File: src/rtl/hall_seq_monitor.sv
// Hall-sensor sequence monitor: synchronise, glitch-filter, decode sector and
// step direction, police transitions and stall, latch an active-low fault.
module hall_seq_monitor #(
   parameter int unsigned SYNC_STAGES  = 2,
   parameter int unsigned GLITCH_CYC   = 4,
   parameter int unsigned ERR_LIMIT    = 3,
   parameter int unsigned GOOD_LIMIT   = 7,
   parameter int unsigned DIR_CHECK    = 1,
   parameter int unsigned STALL_CYC    = 50000000,
   parameter int unsigned AUTO_RESTART = 0,
   parameter int unsigned RESTART_CYC  = 50000000,
   parameter int unsigned PERIOD_W     = 24
) (
   input  logic                clk,
   input  logic                reset,
   input  logic                enable,
   input  logic                dir,
   input  logic [2:0]          hall_in,
   input  logic                fault_clr,
   output logic                fault,
   output logic [2:0]          fault_code,
   output logic [2:0]          sector,
   output logic                step_pulse,
   output logic                step_dir,
   output logic [PERIOD_W-1:0] period,
   output logic                period_valid
);

   localparam int unsigned GlitchW  = $clog2(GLITCH_CYC + 1);
   localparam int unsigned StallW   = $clog2(STALL_CYC + 1);
   localparam int unsigned RestartW = $clog2(RESTART_CYC + 1);

   logic [SYNC_STAGES-1:0][2:0] sync_q;
   logic [2:0]                  synced;
   logic [2:0]                  filt_q, filt_d, cand_q, cand_d;
   logic [GlitchW-1:0]          gcnt_q, gcnt_d;
   logic                        evt_q, evt_d;

   logic                        fault_q, fault_d;
   logic [2:0]                  code_q, code_d;
   logic [2:0]                  sector_q, sector_d;
   logic                        first_seen_q, first_seen_d;
   logic                        pulse_q, pulse_d;
   logic                        sdir_q, sdir_d;
   logic [PERIOD_W-1:0]         period_q, period_d, per_cnt_q, per_cnt_d;
   logic                        pvalid_q, pvalid_d;
   logic [2:0]                  err_cnt_q, err_cnt_d;
   logic [3:0]                  good_cnt_q, good_cnt_d;
   logic [StallW-1:0]           stall_cnt_q, stall_cnt_d;
   logic [RestartW-1:0]         rst_cnt_q, rst_cnt_d;

   logic [2:0] sec_new, new_cause, bad_cause;
   logic [3:0] delta;
   logic       legal, bad, step_fwd, restart_hit, clear_req;

   function automatic logic [2:0] hall_to_sector(input logic [2:0] h);
      case (h)
         3'b100:  return 3'd0;
         3'b110:  return 3'd1;
         3'b010:  return 3'd2;
         3'b011:  return 3'd3;
         3'b001:  return 3'd4;
         3'b101:  return 3'd5;
         default: return 3'd7;
      endcase
   endfunction

   assign synced = sync_q[SYNC_STAGES-1];

   // Glitch filter: a new code must stay put GLITCH_CYC samples before it is accepted.
   always_comb begin
      filt_d = filt_q;
      cand_d = cand_q;
      gcnt_d = gcnt_q;
      evt_d  = 1'b0;
      if (synced == filt_q) begin
         gcnt_d = '0;
      end else begin
         if (synced != cand_q || gcnt_q == '0) begin
            cand_d = synced;
            gcnt_d = GlitchW'(1);
         end else begin
            gcnt_d = gcnt_q + GlitchW'(1);
         end
         if (gcnt_d == GlitchW'(GLITCH_CYC)) begin
            filt_d = synced;
            gcnt_d = '0;
            evt_d  = 1'b1;
         end
      end
   end

   // Event classification, counters, period measurement and fault latch.
   always_comb begin
      fault_d      = fault_q;
      code_d       = code_q;
      sector_d     = sector_q;
      first_seen_d = first_seen_q;
      pulse_d      = 1'b0;
      sdir_d       = sdir_q;
      period_d     = period_q;
      pvalid_d     = 1'b0;
      err_cnt_d    = err_cnt_q;
      good_cnt_d   = good_cnt_q;
      stall_cnt_d  = stall_cnt_q;
      rst_cnt_d    = '0;
      per_cnt_d    = (per_cnt_q == '1) ? per_cnt_q : per_cnt_q + PERIOD_W'(1);
      new_cause    = 3'd0;
      bad_cause    = 3'd0;
      bad          = 1'b0;
      step_fwd     = 1'b0;

      sec_new = hall_to_sector(filt_q);
      legal   = (sec_new != 3'd7);
      // sector_q is only meaningful here once first_seen_q is set
      delta   = {1'b0, sec_new} + 4'd6 - {1'b0, sector_q};
      if (delta >= 4'd6) delta = delta - 4'd6;

      if (evt_q) begin
         stall_cnt_d = '0;
         if (!legal) begin
            new_cause    = 3'd1;
            sector_d     = 3'd7;
            first_seen_d = 1'b0;
         end else if (!first_seen_q) begin
            sector_d     = sec_new;
            first_seen_d = 1'b1;
         end else begin
            sector_d = sec_new;
            if (delta == 4'd1 || delta == 4'd5) begin
               step_fwd  = (delta == 4'd1);
               period_d  = (per_cnt_q == '1) ? per_cnt_q : per_cnt_q + PERIOD_W'(1);
               pvalid_d  = 1'b1;
               per_cnt_d = '0;
               if (DIR_CHECK != 0 && step_fwd != dir) begin
                  bad       = 1'b1;
                  bad_cause = 3'd3;
               end else begin
                  pulse_d = 1'b1;
                  sdir_d  = step_fwd;
                  if (good_cnt_q == 4'(GOOD_LIMIT - 1)) begin
                     good_cnt_d = '0;
                     err_cnt_d  = '0;
                  end else begin
                     good_cnt_d = good_cnt_q + 4'd1;
                  end
               end
            end else begin
               bad       = 1'b1;
               bad_cause = 3'd2;
            end
            if (bad) begin
               good_cnt_d = '0;
               if (err_cnt_q == 3'(ERR_LIMIT - 1)) begin
                  err_cnt_d = '0;
                  new_cause = bad_cause;
               end else begin
                  err_cnt_d = err_cnt_q + 3'd1;
               end
            end
         end
      end else if (enable && fault_q) begin
         if (stall_cnt_q == StallW'(STALL_CYC - 1)) begin
            stall_cnt_d = '0;
            new_cause   = 3'd4;
         end else begin
            stall_cnt_d = stall_cnt_q + StallW'(1);
         end
      end else begin
         stall_cnt_d = '0;
      end

      // Restart timer reloads on every expiry so an illegal code simply retries.
      restart_hit = 1'b0;
      if (!fault_q) begin
         if (rst_cnt_q == RestartW'(RESTART_CYC - 1)) begin
            restart_hit = (AUTO_RESTART != 0);
         end else begin
            rst_cnt_d = rst_cnt_q + RestartW'(1);
         end
      end
      clear_req = !fault_q && legal && (fault_clr || restart_hit);

      // A fresh cause beats a concurrent clear; an existing cause is never overwritten.
      if (new_cause != 3'd0) begin
         if (fault_q) begin
            fault_d = 1'b0;
            code_d  = new_cause;
         end
         if (new_cause == 3'd4) period_d = '1;
      end else if (clear_req) begin
         fault_d      = 1'b1;
         code_d       = 3'd0;
         err_cnt_d    = '0;
         good_cnt_d   = '0;
         stall_cnt_d  = '0;
         rst_cnt_d    = '0;
         first_seen_d = 1'b0;
      end
   end

   // State registers with asynchronous active-low reset.
   always_ff @(posedge clk or negedge reset) begin
      if (!reset) begin
         sync_q       <= '0;
         filt_q       <= 3'b000;
         cand_q       <= 3'b000;
         gcnt_q       <= '0;
         evt_q        <= 1'b0;
         fault_q      <= 1'b1;
         code_q       <= 3'd0;
         sector_q     <= 3'd7;
         first_seen_q <= 1'b0;
         pulse_q      <= 1'b0;
         sdir_q       <= 1'b1;
         period_q     <= '1;
         pvalid_q     <= 1'b0;
         per_cnt_q    <= '0;
         err_cnt_q    <= '0;
         good_cnt_q   <= '0;
         stall_cnt_q  <= '0;
         rst_cnt_q    <= '0;
      end else begin
         sync_q       <= {sync_q[SYNC_STAGES-2:0], hall_in};
         filt_q       <= filt_d;
         cand_q       <= cand_d;
         gcnt_q       <= gcnt_d;
         evt_q        <= evt_d;
         fault_q      <= fault_d;
         code_q       <= code_d;
         sector_q     <= sector_d;
         first_seen_q <= first_seen_d;
         pulse_q      <= pulse_d;
         sdir_q       <= sdir_d;
         period_q     <= period_d;
         pvalid_q     <= pvalid_d;
         per_cnt_q    <= per_cnt_d;
         err_cnt_q    <= err_cnt_d;
         good_cnt_q   <= good_cnt_d;
         stall_cnt_q  <= stall_cnt_d;
         rst_cnt_q    <= rst_cnt_d;
      end
   end

   assign fault        = fault_q;
   assign fault_code   = code_q;
   assign sector       = sector_q;
   assign step_pulse   = pulse_q;
   assign step_dir     = sdir_q;
   assign period       = period_q;
   assign period_valid = pvalid_q;

endmodule

File: config.mk
export PLATFORM = sky130hd
export DESIGN_NAME = hall_seq_monitor
export DESIGN_NICKNAME = d
export VERILOG_FILES = /design/src/rtl/hall_seq_monitor.sv
export SDC_FILE = /design/constraint.sdc
export NUM_CORES = 1
export LEC_CHECK = 0
export ABC_AREA = 1
export CORE_ASPECT_RATIO = 1.4
export CORE_MARGIN = 2
export CORE_UTILIZATION = 40
export CTS_BUF_LIST = sky130_fd_sc_hd__clkbuf_8
export DETAILED_ROUTE_END_ITERATION = 16
export SETUP_SLACK_MARGIN = 0.02
export SYNTH_ARGS = -nofsm -noshare
export SYNTH_HDL_FRONTEND = slang
export SYNTH_SLANG_ARGS = --single-unit
File: constraint.sdc
create_clock -name clk -period 3.55 [get_ports clk]
set_clock_uncertainty 0.05 [all_clocks]
set_input_delay 0.355 -clock clk [delete_from_list [all_inputs] [get_ports clk]]
set_output_delay 0.355 -clock clk [all_outputs]
set_load 0.1 [all_outputs]
# Word-level counts from Yosys, hierarchy flattened
# Index checks and enable logic that the tools add are counted.
op_classes:
  addsub: 8
  magnitude_cmp: 1
  n_eq_ne: 19
  n_mux: 76
  bitwise: 2
  reduce_logical: 13
ops:
  columns: ["operator", "n"]
  rows:
  - ["$mux 24", 11]
  - ["$mux 26", 5]
  - ["$mux 3", 26]
  - ["$mux 4", 10]
  - ["$add 26x1->26 const B", 1]
  - ["$eq 26x26->1 const B", 1]
  - ["$add 24x1->24 const B", 1]
  - ["$eq 24x24->1 const B", 1]
  - ["$mux 1", 22]
  - ["$pmux 3 s6", 1]
  - ["$eq 3x3->1 const B", 5]
  - ["$eq 3x2->1 const B", 3]
  - ["$eq 4x3->1 const B", 2]
  - ["$add 3x1->3 const B", 2]
  - ["$reduce_and 2->1", 3]
  - ["$reduce_and 5->1", 1]
  - ["$add 3x3->4 const B", 1]
  - ["$add 4x1->4 const B", 1]
  - ["$eq 4x1->1 const B", 1]
  - ["$ge 4x3->1 const B", 1]
  - ["$sub 4x3->4", 1]
  - ["$sub 4x3->4 const B", 1]
  - ["$eq 3x1->1 const B", 1]
  - ["$eq 3x3->1", 1]
  - ["other kinds (12)", 16]
totals:
  regBits: 108
  inputBits: 8
  out_inout_bits: 34
  word_cells: 137

# Depth between registers and ports, before layout
# Gate-level depths: netlist of run 1.
depth:
  ltp_word: 20
  depth_mapped: 23
  mapped_depth_nobuf: 23

# Worst setup path after synthesis of run 1
# Ideal clock, no wire load.
synth_timing:
  path_kind: "flip-flop to flip-flop"
  start: "reg sector_q[1] (netlist: sector[1])"
  end: "reg code_q[0] (netlist: fault_code[0])"
  setup_ps: 121
  arrival_ps: 3157
  required_time_ps: 3379
  setup_slack_ps: 223
  path_stages_with_launch: 20
  n_path_buf: 0
  period_less_slack_ps: 3327
  cell_sequence: "dfstp_2 -> ha_1 -> inv_1 -> ha_1 -> fa_1 -> ha_1 -> inv_1 -> nand3_1 -> nor2_2 -> nor2_2 -> nand3_1 -> nand2_1 -> nand2_2 -> nand2_2 -> nand2_2 -> nand3_1 -> nand2_1 -> nand2_1 -> nand2_1 -> nand2_1"
synth_between:
  elab_chain_cells: 17
  word_cells_on_any_way: 26
  classes_between: "add/sub (2); order compare (1); eq/ne (4); mux (15); reduce/logical (4)"
synth_lines:
  columns: ["element", "line", "rtl"]
  rows:
  - ["from (decl)", "41", "logic [2:0] sector_q, sector_d;"]
  - ["from (signal assigned)", "231", "sector_q <= sector_d;"]
  - ["$sub 4x3->4 (*)", "116", "delta = {1'b0, sec_new} + 4'd6 - {1'b0, sector_q};"]
  - ["$sub 4x3->4 or $ge 4x3->1 (tied branches)", "117", "if (delta >= 4'd6) delta = delta - 4'd6;"]
  - ["$mux 4 (*)", "117", null]
  - ["$eq 4x1->1", "130, 131", null]
  - ["$ne 1x1->1", "135", "if (DIR_CHECK != 0 && step_fwd != dir) begin"]
  - ["$mux 1", "135", null]
  - ["$mux 1", "130", "if (delta == 4'd1 || delta == 4'd5) begin"]
  - ["$mux 1", "125", "end else if (!first_seen_q) begin"]
  - ["$mux 1", "121", "if (!legal) begin"]
  - ["$mux 1", "119", "if (evt_q) begin"]
  - ["$mux 3 (*)", "152", "if (bad) begin"]
  - ["$mux 3 (*)", "125", null]
  - ["$mux 3 (*)", "121", null]
  - ["$mux 3 (*)", "119", null]
  - ["$reduce_bool 3->1", "185", "if (new_cause != 3'd0) begin"]
  - ["$ne 2x2->1 (no line) or $reduce_bool 2->1 (tied branches)", null, null]
  - ["$reduce_and 2->1 (no line)", null, null]
  - ["to (signal assigned)", "230", "code_q <= code_d;"]
  - ["to (decl)", "40", "logic [2:0] code_q, code_d;"]
# Mark *: on every way between the ends. The rest lies on a longest branch, timed or not. The select of a mux whose other input is x is not followed.
# A chain may end at the register's enable or synchronous reset.

# Worst setup path in the final report of run 1
layout_timing:
  start: "reg filt_q[2]"
  end: "reg code_q[1] (netlist: fault_code[1])"
layout_between:
  elab_chain_cells: 20
  word_cells_on_any_way: 37
  classes_between: "add/sub (3); order compare (1); eq/ne (11); mux (16); reduce/logical (6)"
layout_lines:
  columns: ["element", "line", "rtl"]
  rows:
  - ["from (decl)", "35", "logic [2:0] filt_q, filt_d, cand_q, cand_d;"]
  - ["from (signal assigned)", "225", "filt_q <= filt_d;"]
  - ["$eq 3x3->1 (tied with other cells)", "57", "case (h)"]
  - ["$pmux 3 s6 (*)", "57", null]
  - ["$add 3x3->4", "116", null]
  - ["$sub 4x3->4", "116", null]
  - ["$sub 4x3->4 or $ge 4x3->1 (tied branches)", "117", null]
  - ["$mux 4", "117", null]
  - ["$eq 4x1->1", "130, 131", null]
  - ["$ne 1x1->1", "135", null]
  - ["(+4 left out)", null, null]
  - ["$mux 1", "119", null]
  - ["$mux 3", "152", null]
  - ["$mux 3", "125", null]
  - ["$mux 3", "121", null]
  - ["$mux 3", "119", null]
  - ["$reduce_bool 3->1", "185", null]
  - ["$ne 2x2->1 (no line) or $reduce_bool 2->1 (tied branches)", null, null]
  - ["$reduce_and 2->1 (no line)", null, null]
# Marks and branches as above.

==> run summary, run 1 <==
* **Sink Count** 108
* **weighted congestion at the end of routability-driven global placement** 0.888
* **clock insertion delay at the later pin of the skew report** 0.38 ns
* **Post-synth EDFFs** 0
* **net total in the final layout** 768
* **DIE HEIGHT** 145 µm
* **remaining antenna violation count** 0
* **number of distinct library cells after synthesis** 43
* **flip-flop and latch count after synthesis** 108
* **number of pins with negative max-slew slack in the final report** 0
* **Final period util** 94.1%
* **Die ar.** 15,300 µm²
* **number of instances in the synthesized netlist** 696
* **post-detailed-placement half-perimeter wirelength** 9.24 mm
* **router iterations before antenna repair** 5
* **number of max-capacitance violations reported** 0
* **wire length per cell after detailed routing** 13.4 µm
* **overall overflow remaining after global route** 0
* **finished layout cell area** 6730 µm²
* **die width** 105 µm
* **root buffer cell** clkbuf_8
* **antenna diode count** 0
* **fmax** 0.299 GHz
* **number of DRC violations after detailed-routing iteration 0** 264
* **count of buffers from port buffering** 41
* **total DRC errors in the routed layout** 0
* **share of final-layout standard cells stronger than drive strength 1** 15.8%
* **Crit Path Category** reg2reg
* **critical path capture point type** register
* **Finish-stage setup viols** 0
* **critical path peak fanout** 4
* **slew at the pin closest to its max-slew limit** 0.979 ns
* **GRT Resource Usage Total** 17.3%
* **routed vias/inst** 4.98
* **Mapped Nets** 716
* **number of buffers on the longest clock path** 2
* **Hold WC Path Type** reg2reg
* **pin count of the biggest net entering global routing** 69
* **WP data arrival** 3.58 ns
* **Site Rows** 51
* **final wirelength** 12.6 mm
* **leakage power figure** 0.00321 µW
* **antenna violations before repair** 0
* **Post-Synthesis Mean Instance Area** 8.21 µm²
* **cell area after technology mapping** 5710 µm²
* **Post-synth top flop** dfrtp_1
* **Peak VDD IR** 312 µV
* **effective utilization at floorplan** 41.1%
* **number of buffers added by the clock tree synthesis step** 9
* **setup tns final** 0 ns
* **CTS clock-pin slew for the worst setup and hold paths** 0.10 ns
* **Yosys warnings** 0
* **P per Cell Area** 371 nW/µm²
* **Req. time, crit path** 3.78 ns
* **headroom to the max-slew limit** 34.5%
* **critical path startpoint category** register
* **final critical path time including I/O delays and setup** 3.34 ns
* **vias in the first global route** 4,708
* **proportion of synthesized chip area in sequential cells** 47.9%
* **Synth-to-Final Area Change** 17.8%
* **result of the run** complete, no violations
* **fraction of registers with async set/reset** 100%
* **CTS tree** done
* **number of levels in the clock H-tree** 3
* **Via Count** 4,671
* **wire length of the first global-routing pass** 21.7 mm
* **boundary pin count** 42
* **Fin. Hold Viols** 0
* **Core Box Area** 13,900 µm²
* **Placement Cell Area** 6350 µm²
* **fin util** 48.4%
## metrics by stage
| step | std cells | hold WS (ns) | total power [µW] | setup WS (ns) |
|---|---|---|---|---|
| 6_report | 938 | 0.310 | 2500 | 0.208 |
| 5_1_grt | 938 | 0.323 | 2630 | -0.00569 |
| 4_1_cts | 935 | 0.313 | 2500 | 0.0219 |
| 3_5_place_dp | 916 | 0.289 | 1700 | -0.0367 |
| 3_3_place_gp | 916 | 0.284 | 1680 | 0.113 |
| 2_1_floorplan | 696 | 0.00941 | 1590 | 0.223 |
## what timing repair did
| item | CTS | global route |
|---|---|---|
| resized for setup | 5 | 26 |
| pin swaps | 1 | 11 |
| buffers inserted | 2 | 3 |
| setup endpoints to repair | 5 | 34 |
| endpoints found under the hold margin | 23 | 0 |
| hold buffers | 1 | 0 |
## critical path, stage by stage (launching register included)
cell and delay, ns:
dfrtp_2 0.45, or2_4 0.29, a21oi_4 0.16, ha_1 0.16, inv_1 0.05, ha_1 0.19
fa_2 0.60, ha_4 0.15, inv_2 0.04, nand3_2 0.07, nor2_4 0.05, nor2_4 0.12
nand4_1 0.18, nand3_1 0.14, nand2_1 0.07, nand2_2 0.09, nand3_2 0.09, nand2_2 0.11
nand2_1 0.07, nand2_1 0.07, nand2_1 0.05
## worst paths after layout
kind	start	to	slack, ns	depth (start not counted)
max	filt_q[2]	fault_code[1]	0.21	20
min reg2reg	sync_q[2]	synced[2]	0.31	0
max reg2reg	filt_q[2]	fault_code[1]	0.21	20
min in group asynchronous	reset	per_cnt_q[7]	0.44	2
max in group asynchronous	reset	fault	2.25	3
min	sync_q[2]	synced[2]	0.31	0
## routing by layer
metal | vias up | track usage (%) | share of wire [%]
met1 | 2228 | 19.9 | 42
li1 | 2333 | - | -
met4 | 0 | 7.47 | 1.5
met2 | 91 | 31.4 | 53
met3 | 19 | 2.60 | 3.1
met5 | - | 0 | 0
## synthesized netlist by cell type (all sizes together), types with 2 or more instances
| cell type | n | share of area (%) |
|---|---|---|
| clkbuf | 4 | 0.26 |
| a221oi | 2 | 0.31 |
| a21oi | 17 | 1.5 |
| xnor2 | 11 | 1.7 |
| inv | 97 | 6.4 |
| o211ai | 2 | 0.26 |
| dfstp | 29 | 13 |
| ha | 11 | 2.4 |
| xor2 | 32 | 4.9 |
| nor2 | 80 | 6.0 |
| nor3 | 15 | 1.6 |
| nand2 | 186 | 13 |
| buf | 7 | 0.61 |
| nor4 | 11 | 1.7 |
| o21ai | 17 | 1.6 |
| or2 | 2 | 0.22 |
| dfrtp | 79 | 35 |
| nand3 | 57 | 5.3 |
| nand3b | 2 | 0.33 |
| nand4 | 24 | 2.7 |
| nor3b | 2 | 0.26 |
## sequential cells by signal, summed over array words and instances, names as in the netlist, 4 cells and up
| register | count |
|---|---|
| good_cnt_q | 4 |
| per_cnt_q | 24 |
| period | 24 |
| stall_cnt_q | 26 |
## final cells by class
class,count,area (µm²)
sequential,108,2740
multi-input combinational,480,2670
clock inverter,5,57.6
fill,1413,7180
timing repair buffer,52,517
inverter,97,367
tap,185,231
clock buffer,11,151
## report_power, final
part	internal, µW	switching [µW]	leakage (µW)
logic	116	236	0.00176
registers	1290	57.4	0.00134
clock network	368	427	0.000110
## logic make-up after synthesis
| family | synth area share (%) |
|---|---|
| simple gates | 30.9 |
| buf+inv | 7.25 |
| flops | 47.9 |
| compound gates | 4.38 |
| xor+xnor | 6.59 |
| fa+ha+maj | 2.76 |
| mux | 0.175 |
## placed cells by master (no fill, tap or decap), types with 7 or more instances in the layout
cell type and n:
nand2_1 170, inv_1 84, dfrtp_1 78, nor2_1 69, nand3_1 50, clkdlybuf4s50_1 40, xor2_1 32, dfstp_2 29
nand4_1 23, a21oi_1 14, nand2_2 12, inv_2 12, nor3_1 12, xnor2_1 11, clkbuf_8 11, o21ai_0 10
ha_1 10, nor4_1 9, buf_4 8, nand3_2 7
(Power assumes the default switching activity.)
==> run 2: changes to the inputs <==
- GPL_ROUTABILITY_DRIVEN: default -> 0
==> run 2 against run 1 <==
  * Clock power increased by 15%
  * Register-to-register slack lost 0.04 ns
  * Worst setup slack got worse by 0.042 ns
  * Via count up 0.69%
  * Final cell count rose by 0.21%
  * Worst hold slack gained 0.0024 ns
  * Die area stayed put
  * First-iteration DRC count decreased by 12%
  * Flip-flop and latch count unchanged
  * Critical endpoint is now period[19]
  * Largest cell class unchanged
==> run summary, run 2 (synthesis gave the netlist of run 1 again) <==
* **result of the run** complete, no violations
* **most used cells in the layout excluding fill and tap cells** 172 x nand2_1, 84 x inv_1, 78 x dfrtp_1
* **Peak VDD IR** 359 µV, +15%
* **max reg flops** 26, unchanged
* **critical path peak fanout** 23, +19
* **effective utilization at floorplan** 41.1%, unchanged
* **post-detailed-placement half-perimeter wirelength** 9.45 mm, +2.4%
* **switching part of the total power** 28.0%, -0.88 points
* **critical path startpoint category** register
* **finished layout cell area** 6770 µm², +0.63%
* **antenna diode count** 0, unchanged
* **number of DRC violations after detailed-routing iteration 0** 233, -12%
* **number of buffers added by the clock tree synthesis step** 9, unchanged
* **clock insertion delay at the later pin of the skew report** 0.39 ns, about the same
* **number of max-capacitance violations reported** 0, unchanged
* **headroom to the max-slew limit** 34.0%, -0.53 points
* **pin count of the biggest net entering global routing** 53, -23%
* **launch point of the worst path** filt_q[2]
* **Site Rows** 51, unchanged
* **slack of the worst reg-to-reg path** 0.17 ns, -0.04 ns
* **Final period util** 95.3%, +1.2 points
* **leakage power figure** 0.00323 µW, +0.59%
* **wire length of the first global-routing pass** 21.7 mm, +0.25%
* **Synth-to-Final Area Change** 18.5%
* **fmax** 0.295 GHz, -1.2%
* **unrepaired setup endpoints after global routing** yes
* **Req. time, crit path** 3.82 ns, +0.04 ns
* **final wirelength** 12.9 mm, +2.2%
* **CTS tree** done
* **final critical path time including I/O delays and setup** 3.38 ns, +0.0421 ns
* **cell depth of the worst flop-to-flop path** 18, -10%
* **net total in the final layout** 770, +0.26%
* **Placement Cell Area** 6370 µm², +0.24%
* **critical path capture point type** register
* **boundary pin count** 42, unchanged
* **worst hold margin** 0.313 ns, +0.00242 ns
* **wire length per cell after detailed routing** 13.7 µm, +2.0%
* **number of buffers on the longest clock path** 2, unchanged
* **most common cell after layout, fill and taps aside** nand2_1
* **die width** 105 µm, unchanged
* **CP endpoint** period[19]
* **Core Box Area** 13,900 µm², unchanged
* **root buffer cell** clkbuf_8
* **register with the most flip-flops** stall_cnt_q
* **GRT Resource Usage Total** 17.5%, +0.22 points
* **P per Cell Area** 386 nW/µm², +3.9%
* **CTS clock-pin slew for the worst setup and hold paths** 0.10 ns, about the same
* **sequential share of power** 51.8%, -2.3 points
* **overall overflow remaining after global route** 0, unchanged
* **count of buffers from port buffering** 41, unchanged
* **Hold WC Path Type** reg2reg
* **Finish-stage setup viols** 0, unchanged
* **slew at the pin closest to its max-slew limit** 0.987 ns, +0.00795 ns
* **DIE HEIGHT** 145 µm, unchanged
* **portion of total power attributed to the clock network** 35.0%, +3.2 points
* **fill cell total of the finished layout** 1,395, -1.3%
* **router iterations before antenna repair** 4, -1
* **remaining antenna violation count** 0, unchanged
* **WP data arrival** 3.66 ns, +0.08 ns
* **switching power of the nets** 731 µW, +1.3%
* **Die ar.** 15,300 µm², unchanged
* **antenna violations before repair** 0, unchanged
* **Comb pwr share** 13.2%, -0.9 points
* **share of final-layout standard cells stronger than drive strength 1** 16.0%, +0.22 points
* **number of levels in the clock H-tree** 3, unchanged
* **internal portion of total power** 1880 µW, +5.8%
* **vias in the first global route** 4,801, +2.0%
* **Crit Path Category** reg2reg
* **Sink Count** 108, unchanged
* **Via Count** 4,703, +0.69%
* **startpoint of the worst register-to-register path** filt_q[2]
* **number of pins with negative max-slew slack in the final report** 0, unchanged
* **Fin. Hold Viols** 0, unchanged
* **routed vias/inst** 5.00, +0.47%
* **critical register-to-register path endpoint** period[19]
* **total DRC errors in the routed layout** 0, unchanged
[run 2: worst min-delay path by stage]
stage	startpoint	end	slack, ns	cells past startpoint
2_1_floorplan	reset	cand_q[0]	0.009	0
3_3_place_gp	sync_q[0]	synced[0]	0.28	0
3_5_place_dp	sync_q[2]	synced[2]	0.29	0
4_1_cts	sync_q[2]	synced[2]	0.31	0
5_1_grt	hall_in[0]	sync_q[0]	0.31	1
6_report	sync_q[2]	synced[2]	0.31	0
[run 2: metrics by stage]
| step | power, µW | TNS [ns] | instances | utilization (%) | setup slack [ns] |
|---|---|---|---|---|---|
| after floorplan | 1590 | 0 | 696 | - | 0.223 |
| after detailed placement | 1690 | 0 | 918 | 45.8 | 0.0566 |
| after global routing | 2740 | -0.255 | 940 | 48.7 | -0.0327 |
| after CTS | 2620 | 0 | 935 | 47.6 | 0.0248 |
| after global placement | 1680 | 0 | 918 | 45.8 | 0.217 |
| final | 2610 | 0 | 940 | 48.7 | 0.166 |
[run 2: final cells by class]
class                   instances  area, µm²  area share, %
well taps                     185        231           3.42
inverters                      97        364           5.37
multi-input cells             480       2670           39.4
repair buffers                 54        520           7.68
clock buffers                   9        124           1.83
flip-flops and latches        108       2740           40.5
clock inverters                 7        124           1.83
[run 2: power by group through the flow]
stage          clock network, µW  registers [µW]  logic, µW
2_1_floorplan                  0            1410        185
3_3_place_gp                   0            1370        312
3_5_place_dp                   0            1370        322
4_1_cts                      945            1350        323
5_1_grt                      992            1360        388
6_report                     915            1350        345
[run 2: critical path, stage by stage (launching register included)]
cell,delay (ns)
dfrtp_2,0.46
or2_4,0.30
a21oi_4,0.18
a21oi_4,0.04
ha_1,0.18
inv_1,0.06
ha_2,0.17
fa_2,0.49
ha_4,0.19
inv_2,0.06
nand3_2,0.08
nor2_4,0.13
nor2_4,0.05
nand2_1,0.15
nor2_4,0.07
inv_2,0.28
buf_12,0.22
nand2_1,0.06
nand3_1,0.09
[run 2: per-layer routing]
metal | global-route usage [%] | up-vias | wire length (µm)
met5 | 0 | - | 0
li1 | - | 2327 | -
met2 | 32.3 | 84 | 6880
met1 | 19.2 | 2266 | 5310
met4 | 6.67 | 0 | 293
met3 | 4.03 | 26 | 401
[run 2: what timing repair did]
action                                 CTS  global route
resized for setup                        0            27
hold buffers                             1             0
endpoints found under the hold margin   34             0
buffers inserted                         0             5
setup endpoints to repair                0            40
